## src/rtl/button_pkg.sv

```systemverilog
// -----------------------------------------------------------------------------
// button_pkg
//   Shared types and default constants for the push-button conditioner.
//   - btn_state_e       : per-channel debounce FSM state
//   - DEFAULT_*         : default parameter values (100 MHz board clock)
//   - btn_state_name()  : simulation-only pretty name for a state
// -----------------------------------------------------------------------------
package button_pkg;

  typedef enum logic [1:0] {
    IDLE         = 2'd0,
    PRESS_WAIT   = 2'd1,
    HELD         = 2'd2,
    RELEASE_WAIT = 2'd3
  } btn_state_e;

  localparam int DEFAULT_N_BTN         = 5;
  localparam int DEFAULT_DB_CYCLES     = 1_000_000;   // 10 ms @ 100 MHz
  localparam int DEFAULT_REPEAT_DELAY  = 50_000_000;  // 500 ms @ 100 MHz
  localparam int DEFAULT_REPEAT_PERIOD = 10_000_000;  // 100 ms @ 100 MHz

`ifndef SYNTHESIS
  function automatic string btn_state_name(btn_state_e s);
    case (s)
      IDLE:         return "IDLE";
      PRESS_WAIT:   return "PRESS_WAIT";
      HELD:         return "HELD";
      RELEASE_WAIT: return "RELEASE_WAIT";
      default:      return "UNKNOWN";
    endcase
  endfunction
`endif

endpackage

```

## src/rtl/button_conditioner_if.sv

```systemverilog
// -----------------------------------------------------------------------------
// button_conditioner_if
//   Bundle of the button pins and the conditioned outputs.
//   btn_raw     : raw asynchronous pins, active-high
//   btn_level   : debounced level
//   btn_press   : 1-cycle strobe on accepted press (and auto-repeat)
//   btn_release : 1-cycle strobe on accepted release
//   master : drives the pins, consumes the conditioned outputs
//   slave  : the conditioner itself
// -----------------------------------------------------------------------------
interface button_conditioner_if #(
  parameter int N_BTN = 5
);
  logic [N_BTN-1:0] btn_raw;
  logic [N_BTN-1:0] btn_level;
  logic [N_BTN-1:0] btn_press;
  logic [N_BTN-1:0] btn_release;

  modport master (
    output btn_raw,
    input  btn_level,
    input  btn_press,
    input  btn_release
  );

  modport slave (
    input  btn_raw,
    output btn_level,
    output btn_press,
    output btn_release
  );
endinterface

```

## src/rtl/button_conditioner_ch.sv

```systemverilog
// -----------------------------------------------------------------------------
// button_conditioner_ch
//   One button channel: 2-flop synchroniser, counter debounce FSM and
//   one-cycle press/release strobes. Optional auto-repeat of the press
//   strobe while held, enabled by defining AUTO_REPEAT_EN.
//   Ports:
//     clk         in  system clock
//     resetn      in  asynchronous active-low reset
//     btn_raw     in  raw asynchronous pin, active-high
//     btn_level   out debounced level
//     btn_press   out 1-cycle strobe on accepted press (and auto-repeat)
//     btn_release out 1-cycle strobe on accepted release
// -----------------------------------------------------------------------------
module button_conditioner_ch
  import button_pkg::*;
#(
  parameter int DB_CYCLES     = DEFAULT_DB_CYCLES,
  parameter int REPEAT_DELAY  = DEFAULT_REPEAT_DELAY,
  parameter int REPEAT_PERIOD = DEFAULT_REPEAT_PERIOD
) (
  input  logic clk,
  input  logic resetn,
  input  logic btn_raw,
  output logic btn_level,
  output logic btn_press,
  output logic btn_release
);

  localparam int              CNT_W    = $clog2(DB_CYCLES);
  localparam logic [CNT_W-1:0] CNT_LAST = CNT_W'(DB_CYCLES - 1);
  localparam logic [CNT_W-1:0] CNT_ONE  = CNT_W'(1);

  logic             s1_reg, s2_reg;
  btn_state_e       state_reg, state_next;
  logic [CNT_W-1:0] cnt_reg, cnt_next;
  logic             level_reg, level_next;
  logic             press_reg, press_next;
  logic             release_reg, release_next;
  logic             fsm_press;
  logic             rpt_strobe;

  // Synchroniser and all FSM state registers
  always_ff @(posedge clk or negedge resetn) begin
    if (!resetn) begin
      s1_reg      <= 1'b0;
      s2_reg      <= 1'b0;
      state_reg   <= IDLE;
      cnt_reg     <= '0;
      level_reg   <= 1'b0;
      press_reg   <= 1'b0;
      release_reg <= 1'b0;
    end else begin
      s1_reg      <= btn_raw;
      s2_reg      <= s1_reg;
      state_reg   <= state_next;
      cnt_reg     <= cnt_next;
      level_reg   <= level_next;
      press_reg   <= press_next;
      release_reg <= release_next;
    end
  end

  // Debounce FSM. The counter is reset on every state change, so it never
  // needs to count past DB_CYCLES-1 and cannot wrap.
  always_comb begin
    state_next   = state_reg;
    cnt_next     = cnt_reg;
    level_next   = level_reg;
    fsm_press    = 1'b0;
    release_next = 1'b0;
    case (state_reg)
      IDLE: begin
        if (s2_reg) begin
          state_next = PRESS_WAIT;
          cnt_next   = CNT_ONE;
        end
      end
      PRESS_WAIT: begin
        if (!s2_reg) begin
          state_next = IDLE;
          cnt_next   = '0;
        end else if (cnt_reg == CNT_LAST) begin
          state_next = HELD;
          cnt_next   = '0;
          level_next = 1'b1;
          fsm_press  = 1'b1;
        end else begin
          cnt_next = cnt_reg + CNT_ONE;
        end
      end
      HELD: begin
        if (!s2_reg) begin
          state_next = RELEASE_WAIT;
          cnt_next   = CNT_ONE;
        end
      end
      RELEASE_WAIT: begin
        if (s2_reg) begin
          state_next = HELD;
          cnt_next   = '0;
        end else if (cnt_reg == CNT_LAST) begin
          state_next   = IDLE;
          cnt_next     = '0;
          level_next   = 1'b0;
          release_next = 1'b1;
        end else begin
          cnt_next = cnt_reg + CNT_ONE;
        end
      end
      default: begin
        state_next = IDLE;
        cnt_next   = '0;
        level_next = 1'b0;
      end
    endcase
    // Repeat strobes only occur while staying in HELD, so they can never
    // coincide with a release strobe.
    press_next = fsm_press | rpt_strobe;
  end

`ifdef AUTO_REPEAT_EN
  localparam int RPT_MAX = (REPEAT_DELAY > REPEAT_PERIOD) ? REPEAT_DELAY : REPEAT_PERIOD;
  localparam int RPT_W   = (RPT_MAX > 2) ? $clog2(RPT_MAX) : 1;
  localparam logic [RPT_W-1:0] RPT_DELAY_LAST  = RPT_W'(REPEAT_DELAY - 1);
  localparam logic [RPT_W-1:0] RPT_PERIOD_LAST = RPT_W'(REPEAT_PERIOD - 1);

  logic [RPT_W-1:0] rpt_reg, rpt_next;
  logic             rpt_first_reg, rpt_first_next;   // 1 until first repeat fired

  always_ff @(posedge clk or negedge resetn) begin
    if (!resetn) begin
      rpt_reg       <= '0;
      rpt_first_reg <= 1'b1;
    end else begin
      rpt_reg       <= rpt_next;
      rpt_first_reg <= rpt_first_next;
    end
  end

  // Counter is held at zero outside HELD, so every entry into HELD (first
  // accept or bounce back from RELEASE_WAIT) starts a fresh REPEAT_DELAY.
  always_comb begin
    rpt_next       = rpt_reg;
    rpt_first_next = rpt_first_reg;
    rpt_strobe     = 1'b0;
    if (state_reg == HELD && s2_reg) begin
      if (rpt_reg == (rpt_first_reg ? RPT_DELAY_LAST : RPT_PERIOD_LAST)) begin
        rpt_strobe     = 1'b1;
        rpt_next       = '0;
        rpt_first_next = 1'b0;
      end else begin
        rpt_next = rpt_reg + RPT_W'(1);
      end
    end else begin
      rpt_next       = '0;
      rpt_first_next = 1'b1;
    end
  end
`else
  assign rpt_strobe = 1'b0;
`endif

  assign btn_level   = level_reg;
  assign btn_press   = press_reg;
  assign btn_release = release_reg;

`ifndef SYNTHESIS
  string state_name;
  always_comb state_name = btn_state_name(state_reg);
`endif

endmodule

```

## src/rtl/button_conditioner.sv

```systemverilog
// -----------------------------------------------------------------------------
// button_conditioner
//   Front-end conditioning for the board push-buttons: N_BTN independent
//   channels of synchroniser + debounce + press/release strobes.
//   Optional feature: define AUTO_REPEAT_EN for press auto-repeat while held.
//   Ports:
//     clk     in   system clock
//     resetn  in   asynchronous active-low reset
//     btn     slave modport of button_conditioner_if
//             (btn_raw in; btn_level/btn_press/btn_release out)
// -----------------------------------------------------------------------------
module button_conditioner
  import button_pkg::*;
#(
  parameter int N_BTN         = DEFAULT_N_BTN,
  parameter int DB_CYCLES     = DEFAULT_DB_CYCLES,
  parameter int REPEAT_DELAY  = DEFAULT_REPEAT_DELAY,
  parameter int REPEAT_PERIOD = DEFAULT_REPEAT_PERIOD
) (
  input  logic                 clk,
  input  logic                 resetn,
  button_conditioner_if.slave  btn
);

  genvar gi;
  generate
    for (gi = 0; gi < N_BTN; gi++) begin : g_ch
      button_conditioner_ch #(
        .DB_CYCLES     (DB_CYCLES),
        .REPEAT_DELAY  (REPEAT_DELAY),
        .REPEAT_PERIOD (REPEAT_PERIOD)
      ) u_ch (
        .clk         (clk),
        .resetn      (resetn),
        .btn_raw     (btn.btn_raw[gi]),
        .btn_level   (btn.btn_level[gi]),
        .btn_press   (btn.btn_press[gi]),
        .btn_release (btn.btn_release[gi])
      );
    end
  endgenerate

endmodule
```

## src/flat_wrapper.sv

```systemverilog
// flat-port wrapper written by rule: the top's interface ports become plain ports
module button_conditioner_flat import button_pkg::*;
#(
  parameter int N_BTN         = DEFAULT_N_BTN,
  parameter int DB_CYCLES     = DEFAULT_DB_CYCLES,
  parameter int REPEAT_DELAY  = DEFAULT_REPEAT_DELAY,
  parameter int REPEAT_PERIOD = DEFAULT_REPEAT_PERIOD
)
  (clk, resetn, btn_btn_raw, btn_btn_level, btn_btn_press, btn_btn_release);
  button_conditioner_if #(.N_BTN(N_BTN)) btn_i ();
  input  logic clk;
  input  logic resetn;
  input wire logic [$bits(btn_i.btn_raw)-1:0] btn_btn_raw;
  output wire logic [$bits(btn_i.btn_level)-1:0] btn_btn_level;
  output wire logic [$bits(btn_i.btn_press)-1:0] btn_btn_press;
  output wire logic [$bits(btn_i.btn_release)-1:0] btn_btn_release;
  assign btn_i.btn_raw = btn_btn_raw;
  assign btn_btn_level = btn_i.btn_level;
  assign btn_btn_press = btn_i.btn_press;
  assign btn_btn_release = btn_i.btn_release;
  button_conditioner #(.N_BTN(N_BTN), .DB_CYCLES(DB_CYCLES), .REPEAT_DELAY(REPEAT_DELAY), .REPEAT_PERIOD(REPEAT_PERIOD)) u_core (.clk(clk), .resetn(resetn), .btn(btn_i));
endmodule
```

## config.mk

```make
export PLATFORM = sky130hd
export DESIGN_NAME = button_conditioner_flat
export DESIGN_NICKNAME = d
export VERILOG_FILES = /design/src/rtl/button_pkg.sv /design/src/rtl/button_conditioner_if.sv /design/src/rtl/button_conditioner_ch.sv /design/src/rtl/button_conditioner.sv /design/src/flat_wrapper.sv
export SDC_FILE = /design/constraint.sdc
export NUM_CORES = 1
export LEC_CHECK = 0
export CAP_MARGIN = 20
export CORE_MARGIN = 1.5
export CORE_UTILIZATION = 55
export CTS_BUF_LIST = sky130_fd_sc_hd__clkbuf_2 sky130_fd_sc_hd__clkbuf_4 sky130_fd_sc_hd__clkbuf_8
export CTS_CLUSTER_DIAMETER = 50
export DETAILED_ROUTE_END_ITERATION = 8
export GPL_ROUTABILITY_DRIVEN = 0
export PLACE_DENSITY = 0.78
export SETUP_SLACK_MARGIN = 0.3
export SLEW_MARGIN = 30
export SYNTH_ARGS = -nofsm -noshare
export SYNTH_HDL_FRONTEND = slang
export SYNTH_SLANG_ARGS = --single-unit
```

## constraint.sdc

```tcl
create_clock -name clk -period 2.8 [get_ports clk]
set_input_delay 0.56 -clock clk [delete_from_list [all_inputs] [get_ports clk]]
set_output_delay 0.56 -clock clk [all_outputs]
set_load 0.005 [all_outputs]
```

---- Word-level counts from Yosys, hierarchy flattened ----
Index checks and enable logic that the tools add are counted.
word-level totals
  bits in registers ....................... 135
  input port bits ......................... 7
  output and inout port bits .............. 15
operators by class
  $add $sub $neg .......................... 5
  eq/ne operators ......................... 60
  mux-type cells .......................... 115
  reduce and logical (&&, ||, !) cells .... 25
operators by type and width
  operator                                                          number
  20-bit two-way mux                                                25
  20-bit case mux with 4 select lines                               5
  20-bit by 1-bit adder with 20-bit output (second input constant)  5
  20-bit == test (second input constant)                            5
  2-bit two-way mux                                                 30
  2-bit inequality test (second input constant)                     30
  1-bit two-way mux                                                 45
  2-bit case mux with 4 select lines                                5
  3-bit inequality test (second input constant)                     10
  5-bit AND reduction                                               5
  2-bit == test (second input constant)                             10
  4-bit AND reduction                                               5
  2-bit by 1-bit == test with 1-bit output (second input constant)  5
  2-bit zero test                                                   5
  1-bit case mux with 2 select lines                                5
  2-bit AND reduction                                               5
  2-bit nonzero test                                                5

---- Logic depth before layout (Yosys ltp) ----
Gate-level depths: netlist of run 1.
  word-level depth ........................ 4
  mapped depth ............................ 8
  mapped depth without buffers ............ 6

---- Hierarchy ----
From an unflattened synthesis of run 1, not the netlist that was laid out.
second synthesis, totals
  cell total of the unflattened synthesis .. 713
  area total of the unflattened synthesis .. 7024.2 µm²
by module, submodules not included
  module                                            times used  cells an instance  area an instance (µm²)  sequential area each (µm²)
  button_conditioner_ch at u_core.g_ch[0].u_ch ...  4           142                1405.1                  675.6
  button_conditioner_ch at u_core.g_ch[4].u_ch      1           145                1403.8                  675.6

---- Least setup slack after synthesis of run 1 ----
No wires, ideal clock.
  path type ............................... reg2reg
  start point ............................. reg u_core.g_ch[4].u_ch.cnt_reg[0]
  end point ............................... reg u_core.g_ch[4].u_ch.cnt_reg[1]
  arrival ................................. 1.762 ns
  required time ........................... 2.679 ns
  slack ................................... 0.917 ns
  stages on the path, launching flop included .. 8
  path buffers ............................ 2
  clock period less this slack ............ 1.883 ns
  path through ............................ dfrtp_1 -> ha_1 -> nand3_1 -> nor4_4 -> a21oi_2 -> buf_6 -> buf_6 -> a22o_1
on the way
  cells in the longest elaborated chain, start to end .. 4
  elaborated cells between the ends (all ways) .. 6
  classes of those cells .................. add/sub: 1; eq/ne: 1; mux: 4
RTL lines
  what                                                                        line                                                       RTL
  from (decl)                                                                 button_conditioner_ch.sv:35                                logic [CNT_W-1:0] cnt_reg, cnt_next;
  from (signal assigned)                                                      button_conditioner_ch.sv:56                                cnt_reg <= cnt_next;
  20-bit by 1-bit adder with 20-bit output or 20-bit == test (tied branches)  n/a
  20-bit two-way mux *                                                        button_conditioner_ch.sv:82, button_conditioner_ch.sv:101
  20-bit two-way mux, on equally long branches                                button_conditioner_ch.sv:98, button_conditioner_ch.sv:79
  20-bit case mux with 4 select lines *                                       button_conditioner_ch.sv:71                                case (state_reg)
Mark *: on every way between the ends. The rest lies on a longest branch, timed or not.
A chain may end at the register's enable or synchronous reset.

---- Final worst setup path of run 1 ----
  start point ............................. reg u_core.g_ch[2].u_ch.cnt_reg[0]
  end point ............................... reg u_core.g_ch[2].u_ch.cnt_reg[10]
on the way
  cells in the longest elaborated chain, start to end .. 4
  elaborated cells between the ends (all ways) .. 6
  classes of those cells .................. add/sub: 1; eq/ne: 1; mux: 4
RTL lines
  what                                                                        line
  from (decl)                                                                 button_conditioner_ch.sv:35
  from (signal assigned)                                                      button_conditioner_ch.sv:56
  20-bit by 1-bit adder with 20-bit output or 20-bit == test (tied branches)  n/a
  20-bit two-way mux *                                                        button_conditioner_ch.sv:82, button_conditioner_ch.sv:101
  20-bit two-way mux, on equally long branches                                button_conditioner_ch.sv:98, button_conditioner_ch.sv:79
  20-bit case mux with 4 select lines *                                       button_conditioner_ch.sv:71
Marks and branches as above.

==> results.cfg, run 1 <==
[status]
status = completed

[sta]
post-route-period-util_pct = 82.72
worst_pin_slew_ns = 0.9690
hold_ws_ns = 0.06506
slew_headroom_pct = 34.81
period_needed_ns = 2.316
slew_viol_final = 0
hold_viol = 0
tns_ns = 0
clock.fmax_mhz = 431.8
finClkSkew_ns = 0.009407
rsz0062_at_grt = no
setup_violations = 0
fin_ws_ns = 0.4840

[route]
drt_first_pass_iters = 5
via_per_inst = 6.202
drt_iter0_markers = 613
ant_nets = 0
wl_per_cell_um = 16.01
vias = 5762
routed_wl_um = 14870
drc = 0

[cts]
clkTransAtPathRegs_ns = 0.08
cts_made_buffers = 17
cts-root-buf = clkbuf_8
clock_latency_ns = 0.45
postCtsHoldBufs = 0
cts_tree = built
cts.sink_count = 135
htreeDepth = 4
clock_path_buffers = 2

[grt]
track_usage_pct = 24.22
grt_pass1_vias = 5658
antenna_found_initial = 0
grt_max_degree = 58
grt_pass1_wl_um = 25940
overflow = 0

[critical_path]
startpoint_type = register
worstSetupPathType = register to register
path_max_fanout = 35
crit_required_ns = 3.13
crit_path_end_kind = register
arrival_ns = 2.65

[placed_design]
post-place-ws_ns = 0.4381
dp_hpwl_um = 10090
port_buffers = 21
postPlaceCellArea_um2 = 7234

[floorplan]
io_pins = 22
die_h_um = 116.1
die_w_um = 116.1
die_area_um2 = 13470
rows = 41
start_util_pct = 55.93
coreArea_um2 = 12570

[synthesis]
syn-instance-count = 744
synth.area.top_cells = dfrtp_1 (48%), a31oi_1 (4.8%), nand3_1 (4.1%), a21oi_1 (3.9%), nand2_1 (3.8%)
synth-seq-cells = 135
synth.avg_cell_area_um2 = 9.448
synth_warnings = 0
synth_top_area_cell = dfrtp_1
synth_edf_count = 0
synth_ff_type = dfrtp_1
netlist_area_um2 = 7029
synth.distinct_cells = 64
netlist.area_leader.share_pct = 48.06
async_flop_share_pct = 100.0
yosysSeqAreaShare_pct = 48.06
syn-num-nets = 756

[final_layout]
final_core_util_pct = 61.38
largest_reg_flops = 100
area_delta_synth_final_pct = 9.754
layout_common_cells = dfrtp_1 (135), nand2_1 (71), nand3_1 (57)
nets = 756
num-fill-cells = 1079
layout_commonest_cell = dfrtp_1
final_area_um2 = 7715
n_antenna_cell = 0
drive_above_1_share_pct = 9.115

[pwr]
p_per_area_nw_per_um2 = 617.8
vdd_ir_drop_max_v = 0.0003572
p_leak_nw = 3.234

[hold_path]
hold_class = input port to asynchronous set/reset pin

[run]
maxCapViolCount = 0
synthesized netlist by cell type (4+ instances only):
cell and instances:
and4b_1 4, dfrtp_1 135, and2_1 10, nand3_1 57, nand2_1 71, mux2i_1 8
a41oi_1 11, a21oi_1 55, buf_6 5, a21o_1 15, nor4_1 7, inv_1 15
buf_4 17, or3_1 5, buf_2 9, nand2b_1 13, and3_1 19, nor3_1 16
a22o_1 11, ha_1 5, o21ai_0 31, clkbuf_1 12, o211ai_1 4, a31oi_1 54
or2_2 7, nor2_1 54, nor4_2 6, xnor2_1 4, nand4_1 19, xor2_1 8
where the power goes:
group	total (mW)	internal (mW)	switching (mW)
Combinational	0.672	0.239	0.433
Sequential	2.20	2.06	0.143
Clock	1.89	1.11	0.784
Total	4.77	3.41	1.36
final cells by class:
type	count	area, µm²	area share (%)
Clock buffer	19	255.2	3.308
Clock inverter	13	217.7	2.822
Inverter	15	56.30	0.7298
Multi-Input combinational cell	548	3323	43.07
Sequential cell	135	3378	43.79
Tap cell	172	215.2	2.789
Timing Repair Buffer	27	269.0	3.487
critical path: stages, from the launching register on:
cell and delay [ns]:
dfrtp_1 0.43, ha_1 0.22, nand3_1 0.26, nor4_2 0.60, a21oi_4 0.34, a41oi_1 0.29, a31oi_1 0.05
stage by stage:
step / power (mW) / cells
after CTS: 4.793 / 929
final: 4.766 / 929
after detailed placement: 2.909 / 897
after global routing: 5.008 / 929
after global placement: 2.856 / 897
after floorplan: 2.723 / 744
path summary, 6_finish.rpt:
path                                                      from                               to  slack, ns  cells after the start
worst max-delay path            u_core.g_ch[2].u_ch.cnt_reg[0]  u_core.g_ch[2].u_ch.cnt_reg[10]       0.48                      6
worst min-delay path                                    resetn   u_core.g_ch[3].u_ch.cnt_reg[0]       0.07                      1
worst max register to register  u_core.g_ch[2].u_ch.cnt_reg[0]  u_core.g_ch[2].u_ch.cnt_reg[10]       0.48                      6
worst min register to register      u_core.g_ch[1].u_ch.s1_reg       u_core.g_ch[1].u_ch.s2_reg       0.35                      0
max in group asynchronous                               resetn   u_core.g_ch[0].u_ch.cnt_reg[5]       1.99                      2
min in group clk                    u_core.g_ch[1].u_ch.s1_reg       u_core.g_ch[1].u_ch.s2_reg       0.35                      0
kinds of logic after synthesis:
group	count (synthesis)	synth area share (%)
and+or+nand+nor	311	23.80
buffers and inverters	61	4.877
xor gates and xnor gates	13	1.727
AOI/OAI and AO/OA	208	19.03
adders and majority gates	5	0.8900
muxes	11	1.620
DFF	135	48.06
metal layers:
metal	GRT usage, %	vias up	wire length, µm
li1	-	2756	-
met1	29.62	2828	6344
met2	42.51	161	7745
met3	5.178	17	619
met4	8.455	0	163
met5	0	-	0
what timing repair did:
| item | 4_1_cts | 5_1_grt |
|---|---|---|
| gates resized for setup | 0 | 0 |
| endpoints found under the setup margin | 0 | 1 |
| setup buffers | 0 | 0 |
Power figures use the tool's default switching activity.
==> run 2, diff against run 1 <==
clock period = 2.4 ns   (was 2.8 ns; I/O delays follow)
==> results.cfg, run 2 (same netlist as run 1, synthesis figures left out) <==
[route]
vias = 5794
wl_per_cell_um = 15.41
drc = 0
ant_nets = 0
drt_iter0_markers = 485
drt_first_pass_iters = 6
routed_wl_um = 14670
via_per_inst = 6.086

[critical_path]
arrival_ns = 2.43
startpoint_type = register
path_max_fanout = 13
worst_r2r_path_depth = 5
crit_path_end_kind = register
worstSetupPathType = register to register
crit_required_ns = 2.74

[floorplan]
coreArea_um2 = 12570
die_w_um = 116.1
rows = 41
io_pins = 22
start_util_pct = 55.93
die_h_um = 116.1
die_area_um2 = 13470

[sta]
hold_viol = 0
slew_viol_final = 0
setup_violations = 0
tns_ns = 0
post-route-period-util_pct = 87.18
finClkSkew_ns = 0.01001
slew_headroom_pct = 51.15
clock.fmax_mhz = 478.0
rsz0062_at_grt = yes
period_needed_ns = 2.092
worst_pin_slew_ns = 0.7300

[cts]
clock_latency_ns = 0.45
cts.sink_count = 135
clkTransAtPathRegs_ns = 0.08
cts_made_buffers = 17
htreeDepth = 4
clock_path_buffers = 2
cts-root-buf = clkbuf_8
cts_tree = built

[pwr]
vdd_ir_drop_max_v = 0.0004360
p_per_area_nw_per_um2 = 659.2
p_leak_nw = 3.349

[placed_design]
dp_hpwl_um = 9760
placedCellCount = 906
port_buffers = 21

[final_layout]
n_antenna_cell = 0
layout_commonest_cell = dfrtp_1
nets = 779
largest_reg_flops = 100
drive_above_1_share_pct = 13.59
layout_common_cells = dfrtp_1 (131), nand2_1 (71), nand3_1 (54)
fin_cells = 952
area_delta_synth_final_pct = 12.74

[status]
status = completed

[grt]
overflow = 0
grt_max_degree = 49
grt_pass1_vias = 5371
grt_pass1_wl_um = 24910
antenna_found_initial = 0
track_usage_pct = 23.35

[run]
maxCapViolCount = 0

[hold_path]
hold_class = register to register
whs_path_depth = 0
==> run 2: path summary, 6_finish.rpt <==
path                                            startpoint                        endpoint  slack [ns]
max                        u_core.g_ch[1].u_ch.cnt_reg[15]  u_core.g_ch[1].u_ch.cnt_reg[5]        0.31
min                             u_core.g_ch[0].u_ch.s1_reg      u_core.g_ch[0].u_ch.s2_reg        0.35
max reg2reg                u_core.g_ch[1].u_ch.cnt_reg[15]  u_core.g_ch[1].u_ch.cnt_reg[5]        0.31
min reg2reg                     u_core.g_ch[0].u_ch.s1_reg      u_core.g_ch[0].u_ch.s2_reg        0.35
max in group asynchronous                           resetn  u_core.g_ch[0].u_ch.cnt_reg[6]        1.23
min in group asynchronous                           resetn      asynchronous set/reset pin        0.50
==> run 2: worst max-delay path, cell delays in order (launching register included) <==
cell	delay (ns)
dfrtp_2	0.44
or4b_4	0.56
nor4_4	0.39
a21oi_2	0.12
buf_6	0.17
a221o_1	0.30
==> run 2: where the power goes <==
part | internal, mW | leakage, nW | switching [mW]
Clock | 0.909 | 0.191 | 0.876
Combinational | 0.336 | 1.33 | 0.527
Sequential | 2.41 | 1.82 | 0.170
Total | 3.65 | 3.35 | 1.57
==> run 2: layout make-up <==
class	count	area, µm²
Clock buffer	21	282.8
Clock inverter	11	98.84
Fill cell	1028	4643
Inverter	15	56.30
Multi-Input combinational cell	550	3445
Sequential cell	135	3383
Tap cell	172	215.2
Timing Repair Buffer	48	444.2
==> run 2: metrics by stage <==
stage | hold slack [ns] | util [%] | power (mW) | cell area (µm²) | setup slack, ns
after detailed placement | 0.3362 | 58.10 | 3.427 | 7302 | 0.1274
after global routing | 0.3616 | 63.06 | 5.504 | 7925 | 0.2307
after global placement | 0.3318 | 58.04 | 3.366 | 7295 | 0.1111
after CTS | 0.3540 | 61.41 | 5.223 | 7719 | 0.3075
after floorplan | 0.1844 | - | 3.177 | 7029 | 0.5172
final | 0.3513 | 63.06 | 5.224 | 7925 | 0.3077
==> run 2: per-layer routing <==
metal | vias up | GRT usage (%) | part of all wire [%]
li1 | 2796 | - | -
met1 | 2862 | 32.52 | 47
met2 | 116 | 35.96 | 48
met3 | 20 | 5.962 | 4.0
met4 | 0 | 7.642 | 1.1
met5 | - | 0 | 0
==> run 2: what timing repair did <==
action                     4_1_cts  5_1_grt
hold endpoints to repair        37        0
resized for setup                3       22
gates cloned                     0        2
setup endpoints to repair       16       61
hold buffers                     1        0
buffers inserted                 0       11
pin swaps                        0       10
==> run 3, diff against run 2 <==
CAP_MARGIN = 10   (was 20)
==> results of run 3 <==
No change in the layout: final DEF, timing and power equal those of run 2.
